[config.mk]
export PLATFORM = sky130hd
export DESIGN_NAME = branch_predictor_2bit
export DESIGN_NICKNAME = d
export VERILOG_FILES = /design/src/rtl/bp_pkg.sv /design/src/rtl/sat_counter.sv /design/src/rtl/branch_predictor_2bit.sv
export SDC_FILE = /design/constraint.sdc
export NUM_CORES = 1
export LEC_CHECK = 0
export CORE_MARGIN = 2
export CORE_UTILIZATION = 52
export CTS_CLUSTER_DIAMETER = 40
export CTS_CLUSTER_SIZE = 10
export DETAILED_ROUTE_END_ITERATION = 7
export HOLD_SLACK_MARGIN = 0.12
export PLACE_DENSITY = 0.78
export SYNTH_ARGS = -nofsm -noshare
export SYNTH_HDL_FRONTEND = slang
export SYNTH_SLANG_ARGS = --single-unit
export TNS_END_PERCENT = 5
[constraint.sdc]
create_clock -name clk -period 2.1 [get_ports clk]
set_clock_uncertainty 0.2 [all_clocks]
set_input_delay 0.315 -clock clk [delete_from_list [all_inputs] [get_ports clk]]
set_output_delay 0.315 -clock clk [all_outputs]
set_load 0.02 [all_outputs]
[src/rtl/bp_pkg.sv]
// Shared counter encodings and saturating-counter helpers for the branch predictor.
// Helpers work on 32-bit containers so that any CTR_W up to 31 can use them.
package bp_pkg;

  typedef enum logic [1:0] {
    SNT = 2'b00,
    WNT = 2'b01,
    WT  = 2'b10,
    ST  = 2'b11
  } ctr2_e;

  // Weakly-not-taken: MSB clear, all lower bits set.
  function automatic logic [31:0] ctr_reset_val(input int unsigned ctr_w);
    return (32'd1 << (ctr_w - 1)) - 32'd1;
  endfunction

  function automatic logic [31:0] sat_next(input logic [31:0] ctr, input logic taken,
                                           input int unsigned ctr_w);
    logic [31:0] max_val;
    max_val = (32'd1 << ctr_w) - 32'd1;
    if (taken) return (ctr == max_val) ? ctr : ctr + 32'd1;
    return (ctr == 32'd0) ? ctr : ctr - 32'd1;
  endfunction

endpackage

[src/rtl/sat_counter.sv]
// One CTR_W-bit saturating up/down counter with enable and asynchronous active-low reset.
module sat_counter
  import bp_pkg::*;
#(
  parameter int unsigned CTR_W = 2
) (
  input  logic             clk,
  input  logic             rstN,
  input  logic             en,
  input  logic             taken,
  output logic [CTR_W-1:0] ctr
);

  logic [CTR_W-1:0] ctr_q, ctr_d;

  always_comb begin
    ctr_d = ctr_q;
    if (en) ctr_d = CTR_W'(sat_next(32'(ctr_q), taken, CTR_W));
  end

  always_ff @(posedge clk or negedge rstN) begin
    if (!rstN) ctr_q <= CTR_W'(ctr_reset_val(CTR_W));
    else       ctr_q <= ctr_d;
  end

  assign ctr = ctr_q;

endmodule

[src/rtl/branch_predictor_2bit.sv]
// PC-indexed table of saturating counters with resolved-branch statistics.
// Define BP_GSHARE_EN to XOR a global history register into the lookup index.
module branch_predictor_2bit
  import bp_pkg::*;
#(
  parameter int unsigned PC_W   = 32,
  parameter int unsigned IDX_W  = 6,
  parameter int unsigned CTR_W  = 2,
  parameter int unsigned STAT_W = 32
) (
  input  logic              clk,
  input  logic              rstN,
  input  logic [PC_W-1:0]   lookupPc,
  output logic              predTaken,
  output logic [IDX_W-1:0]  predIdx,
  input  logic              updValid,
  input  logic [IDX_W-1:0]  updIdx,
  input  logic              updTaken,
  input  logic              updMispred,
  output logic [STAT_W-1:0] branchCount,
  output logic [STAT_W-1:0] mispredCount
);

  localparam int unsigned Entries = 2 ** IDX_W;

  logic [IDX_W-1:0] pc_idx, lookup_idx;
  logic [CTR_W-1:0] ctrs [Entries];
  logic             unused_pc_bits;

  assign pc_idx         = lookupPc[IDX_W+1:2];
  assign unused_pc_bits = ^{lookupPc[PC_W-1:IDX_W+2], lookupPc[1:0]};

`ifdef BP_GSHARE_EN
  logic [IDX_W-1:0] ghr_q;

  // History advances only on resolved branches, never speculatively at fetch.
  always_ff @(posedge clk or negedge rstN) begin
    if (!rstN)         ghr_q <= '0;
    else if (updValid) ghr_q <= {ghr_q[IDX_W-2:0], updTaken};
  end

  assign lookup_idx = pc_idx ^ ghr_q;
`else
  assign lookup_idx = pc_idx;
`endif

  for (genvar i = 0; i < Entries; i++) begin : g_ctr
    sat_counter #(
      .CTR_W(CTR_W)
    ) u_ctr (
      .clk  (clk),
      .rstN (rstN),
      .en   (updValid && (updIdx == IDX_W'(i))),
      .taken(updTaken),
      .ctr  (ctrs[i])
    );
  end

  // No bypass: a same-cycle update to this entry is seen from the next cycle.
  assign predTaken = ctrs[lookup_idx][CTR_W-1];
  assign predIdx   = lookup_idx;

  logic [STAT_W-1:0] branch_q, mispred_q;

  always_ff @(posedge clk or negedge rstN) begin
    if (!rstN) begin
      branch_q  <= '0;
      mispred_q <= '0;
    end else if (updValid) begin
      if (branch_q != '1) branch_q <= branch_q + STAT_W'(1);
      if (updMispred && (mispred_q != '1)) mispred_q <= mispred_q + STAT_W'(1);
    end
  end

  assign branchCount  = branch_q;
  assign mispredCount = mispred_q;

endmodule
==> impl_metrics.ini, run 1 <==
[status]
status = complete, but fails checks
violations = negative setup slack

[floorplan]
ios = 114
start_util_pct = 52.8
dieArea_mm2 = 0.0217
die_x_um = 147
die_y_um = 147
num_rows = 52
core-area_mm2 = 0.0202

[power_and_ir_drop]
power_mw = 9.31
leakagePower_nw = 5.52
p_seq_share_pct = 47.2
clkPwrFrac_pct = 36.1
p_sw_share_pct = 29.3
p_sw_mw = 2.72
p_per_area_mw_per_mm2 = 681
ir_worst_vdd_mv = 0.695
pwr-share-comb_pct = 16.7
internal_power_mw = 6.58

[yosys]
synth_ff_type = dfrtp_1
synth_top_area_share_pct = 30.1
synth_area_leader_cell = dfrtp_1
ys_async_sr_fraction_pct = 100
yosysUniqueCellTypes = 70
netlist_instances = 1150
yosysWarnings = 0
synth_area_leaders = dfrtp_1 (30%), dfstp_2 (16%), o21ai_0 (6.4%), nor2_1 (6.3%), a21oi_1 (4.2%)
ys_seq_elements = 192
synth_edf_count = 0
synth_fp_nets = 1195
synth_area_mm2 = 0.0107
avgSynthCellArea_um2 = 9.27
seq_area_frac_synth_pct = 45.8

[place]
place_inst = 1619
dp_hpwl_um = 19800
place_area_mm2 = 0.0130
io_buffers = 87
gp_congestion = 0.902

[final_layout]
fin_util_pct = 67.7
synthToLayoutAreaGrowth_pct = 28.2
nFillCells = 1539
stdcell_area_mm2 = 0.0137
antenna_cells = 0
layout-drive-gt1-share_pct = 23.3
fin_cells = 1655
nets = 1417

[critical_path]
r2r_setup_slack_ns = 0.10
crit_path_top_delay_cell = mux4_2
crit_type = flop to output port
worst-path-buf-inv = 1
crit_family = multiplexers
rr_startpoint = branchCount[0]
r2r_cells = 6
start_kind = flop
worst_ep_required_time_ns = 1.58
cp.arrival_ns = 2.22
cp_common_cell = mux4_2
crit_chain = mux4_2, mux4_2, o22ai_2, o21ai_2, buf_6
critPathCaptureType = output port
r2r_end = branchCount[31]
cp_max_fo = 2
cpPeakStageDelay_ns = 0.50

[route]
drt_iter0_markers = 724
drc = 0
postRouteAntennaNets = 0
via_per_inst = 5.91
wl_per_cell_um = 16.8
drt-pass1-iter-count = 5
vias = 9787
wl_um = 27800

[global_routing]
grt_antenna_before_repair = 0
grt_pass1_wl_um = 45100
track_usage_pct = 25.8
grt_pass1_vias = 9192
grt_max_degree = 92
grt.overflow.total = 0

[sta]
rsz0062_at_grt = yes
max_freq_ghz = 0.365
hold_violations = 0
drv_slew = 0
finalSetupViolations = 1
post-route-min-period_ns = 2.74
max-slew-margin-rel_pct = 66.7
tightest_slew_ns = 0.496
fin_ws_ns = -0.637
fin_crit_sh_pct = 130

[clocking]
clock_latency_ns = 0.45
cts.clk_slew.worst_paths_ns = 0.08
cts.sinks = 192
cts_root_buf = clkbuf_16
cts_buffer_depth = 2
h-tree-depth = 4
cts_buffers = 17
cts_tree = done

[run]
cap_viol_max_count = 0

[worst_hold_path]
hold_class = input port to async pin
[worst reg2reg max path, delay by kind of cell (launching register included)]
family | cells | cell delay [ns]
AO/OA/AOI/OAI | 1 | 0.47
flip-flops | 1 | 0.43
AND/OR/NAND/NOR | 3 | 0.40
adder cells (fa/ha/maj) | 1 | 0.24
XOR/XNOR | 1 | 0.15
[cell usage after synthesis, types with 11 or more instances]
master,number
and4_1,11
a31oi_1,16
dfstp_2,64
nand3_1,31
nor3b_1,11
o21ai_0,137
nor3_1,19
nand2_1,107
nor2_1,178
o31ai_1,31
xor2_1,26
mux4_2,17
and3_1,15
nand4_1,20
xnor2_1,34
buf_2,25
dfrtp_1,128
a211oi_1,47
clkbuf_1,23
a21oi_1,90
[cells by family (layout without fill, tap and decap cells)]
family / Yosys count / count (layout) / share of synthesized area (%)
flip-flops: 192 / 192 / 45.8
AO/OA/AOI/OAI: 349 / 349 / 19.8
AND/OR/NAND/NOR: 459 / 459 / 22.3
XOR/XNOR: 60 / 60 / 4.93
adder cells (fa/ha/maj): 2 / 2 / 0.235
buffers and inverters: 67 / 302 / 2.93
multiplexers: 21 / 21 / 3.98
[state kept, by name (all words and copies together) (netlist names)]
name / cells
g_ctr.u_ctr.ctr: 128
mispredCount: 32
branchCount: 32
[power by group through the flow]
stage / logic [mW] / registers [mW] / clock network [mW]
floorplan: 0.594 / 4.58 / 0
CTS: 1.56 / 4.39 / 3.39
global placement: 1.50 / 4.43 / 0
detailed placement: 1.55 / 4.45 / 0
global route: 1.68 / 4.44 / 3.53
finish: 1.55 / 4.39 / 3.36
[cell type report]
| class | instances | area (µm²) | share of cell area [%] |
|---|---|---|---|
| inverters | 9 | 33.8 | 0.247 |
| clock buffers | 18 | 429 | 3.14 |
| well taps | 270 | 338 | 2.47 |
| flip-flops and latches | 192 | 4880 | 35.8 |
| multi-input cells | 891 | 5480 | 40.1 |
| repair buffers | 261 | 2330 | 17.1 |
| clock inverters | 14 | 171 | 1.25 |
[layout by cell type, fill, tap and decap left out, drive strengths merged, types with 13 or more instances in the layout]
| cell type | synthesis | final |
|---|---|---|
| nor2 | 179 | 179 |
| nor3 | 23 | 23 |
| xor2 | 26 | 26 |
| clkbuf | 23 | 19 |
| dfstp | 64 | 64 |
| dfrtp | 128 | 128 |
| o21ai | 138 | 138 |
| mux4 | 17 | 17 |
| xnor2 | 34 | 34 |
| nand3 | 33 | 33 |
| nor3b | 13 | 13 |
| o31ai | 31 | 31 |
| inv | 9 | 15 |
| nand2 | 107 | 107 |
| buf | 35 | 174 |
| a211oi | 47 | 47 |
| nand4 | 24 | 24 |
| and3 | 16 | 16 |
| a31oi | 17 | 17 |
| clkdlybuf4s50 | 0 | 67 |
| a21oi | 91 | 91 |
[per-stage QoR]
stage | TNS, ns | worst slack, ns | hold WS, ns
finish | -0.637 | -0.637 | 0.208
global route | -0.687 | -0.675 | 0.249
global placement | -32.18 | -1.15 | 0.109
floorplan | -0.0591 | -0.0591 | -0.181
CTS | -0.639 | -0.639 | 0.201
detailed placement | -39.30 | -1.19 | 0.112
[timing repair]
action / 4_1_cts / 5_1_grt
pin swaps: 2 / 0
hold buffers: 2 / 0
endpoints found under the setup margin: 5 / 25
buffers inserted: 1 / 1
gates cloned: 0 / 0
endpoints found under the hold margin: 152 / 0
resized for setup: 14 / 15
[how the worst max path moves through the flow]
stage,start,cells past startpoint,to
6_report,g_ctr[7].u_ctr.ctr[1],5,predTaken
5_1_grt,g_ctr[23].u_ctr.ctr[1],5,predTaken
4_1_cts,g_ctr[7].u_ctr.ctr[1],5,predTaken
3_5_place_dp,lookupPc[3],7,predTaken
3_3_place_gp,lookupPc[3],7,predTaken
2_1_floorplan,lookupPc[4],5,predTaken
[layer usage]
metal	track usage [%]	up-vias	wire, µm
li1	-	4665	-
met1	35.2	4782	11900
met2	42.1	288	13400
met3	4.84	52	1910
met4	8.22	0	612
met5	0	-	0
Power figures use the tool's default switching activity.
==> run 2, diff against run 1 <==
CORE_MARGIN = not set   (was 2)
PLACE_DENSITY = not set   (was 0.78)
PLACE_DENSITY_LB_ADDON = 0.25   (was not set)
==> impl_metrics.ini, run 2 (same netlist as run 1, synthesis figures left out) <==
[global_routing]
grt.overflow.total = 0
grt_pass1_vias = 9377
grt_antenna_before_repair = 0
grt_max_degree = 92
grt_pass1_wl_um = 46600
track_usage_pct = 27.6

[floorplan]
die_x_um = 145
die_y_um = 145
dieArea_mm2 = 0.0211
ios = 114
num_rows = 52
core-area_mm2 = 0.0202
start_util_pct = 52.8

[critical_path]
crit_family = multiplexers
start_kind = flop
cp_common_cell = mux4_2
critPathCaptureType = output port
cpPeakStageDelay_ns = 0.50
rr_startpoint = branchCount[30]
cp.arrival_ns = 2.19
crit_path_top_delay_cell = mux4_2
worst_ep_required_time_ns = 1.58
cp_max_fo = 2
crit_type = flop to output port
cp_num_cells = 5
r2r_end = branchCount[23]
worst-path-buf-inv = 1
r2r_cells = 5
crit_chain = mux4_2, mux4_2, o22ai_2, o21ai_2, buf_6
r2r_setup_slack_ns = 0.10

[power_and_ir_drop]
p_per_area_mw_per_mm2 = 666
leakagePower_nw = 5.52
power_mw = 9.16
ir_worst_vdd_mv = 0.737

[final_layout]
mostFrequentLayoutCells = nor2_1 (175), buf_4 (175), o21ai_0 (137)
fin_cells = 1668
nets = 1430
layout-drive-gt1-share_pct = 24.5
stdcell_area_mm2 = 0.0138
antenna_cells = 0
synthToLayoutAreaGrowth_pct = 29.1
largest_reg_flops = 128

[sta]
hold_slack_ns = 0.186
max-slew-margin-rel_pct = 65.9
tightest_slew_ns = 0.512
hold_violations = 0
fin_crit_sh_pct = 129
drv_slew = 0
rsz0062_at_grt = yes
max_freq_ghz = 0.369
fin_ws_ns = -0.610
post-route-min-period_ns = 2.71
finalSetupViolations = 1

[route]
drt-pass1-iter-count = 5
postRouteAntennaNets = 0
wl_um = 28000
drt_iter0_markers = 656
via_per_inst = 5.84
wl_per_cell_um = 16.8
drc = 0
vias = 9749

[clocking]
cts_buffer_depth = 2
cts.clk_slew.worst_paths_ns = 0.07
cts_root_buf = clkbuf_16
cts_buffers = 17
cts_tree = done
clock_latency_ns = 0.44
h-tree-depth = 4
cts.sinks = 192

[status]
status = complete, but fails checks
violations = negative setup slack

[place]
dp_hpwl_um = 20000
place_inst = 1634
place_area_mm2 = 0.0131
gp_congestion = 0.882
io_buffers = 87

[worst_hold_path]
holdPathEnd = g_ctr[32].u_ctr.ctr[0]
holdPathStages = 4
hold_class = input port to flop
worstHoldStart = updTaken

[run]
cap_viol_max_count = 0
==> run 2: timing repair <==
item,in CTS,in global routing
pin swaps,2,3
endpoints found under the setup margin,3,24
hold endpoints to repair,156,0
hold buffers,1,0
gates resized for setup,10,17
buffers inserted,0,1
==> run 2: worst max path at each step <==
| stage | from | endpoint | slack [ns] |
|---|---|---|---|
| after global routing | g_ctr[6].u_ctr.ctr[1] | predTaken | -0.66 |
| after floorplan | lookupPc[4] | predTaken | -0.06 |
| after global placement | lookupPc[3] | predTaken | -1.19 |
| final | g_ctr[3].u_ctr.ctr[1] | predTaken | -0.61 |
| after CTS | g_ctr[3].u_ctr.ctr[1] | predTaken | -0.62 |
| after detailed placement | lookupPc[3] | predTaken | -1.25 |
==> run 2: worst reg2reg max path, cell delays in order (launching register included) <==
cell and delay [ns]:
dfrtp_1 0.41, and4_1 0.26, and3_1 0.27, a2111oi_4 0.46
buf_4 0.18, xor2_1 0.15
==> run 2: layout make-up <==
class	instances	area (µm²)
sequential	192	4880
clock buffer	18	439
fill	1566	6410
tap	270	338
clock inverter	14	131
inverter	9	33.8
timing repair buffer	274	2440
multi-input combinational	891	5490
==> run 2: through the flow <==
stage | setup TNS (ns) | utilization (%) | worst slack, ns
global placement | -28.26 | 65.1 | -1.19
floorplan | -0.0591 | - | -0.0591
global route | -0.697 | 68.2 | -0.656
detailed placement | -34.22 | 65.1 | -1.25
finish | -0.610 | 68.2 | -0.610
CTS | -0.624 | 68.0 | -0.624
==> run 2: where the power goes <==
| group | switching [mW] | internal, mW |
|---|---|---|
| clock | 1.51 | 1.68 |
| sequential | 0.294 | 4.08 |
| combinational | 0.864 | 0.737 |
| total | 2.66 | 6.50 |
==> run 2: per-layer routing <==
layer	track usage [%]	up-vias	wire [µm]
met3	4.34	35	1490
li1	-	4674	-
met1	37.9	4775	12500
met4	7.32	0	401
met5	0	-	0
met2	45.4	265	13700
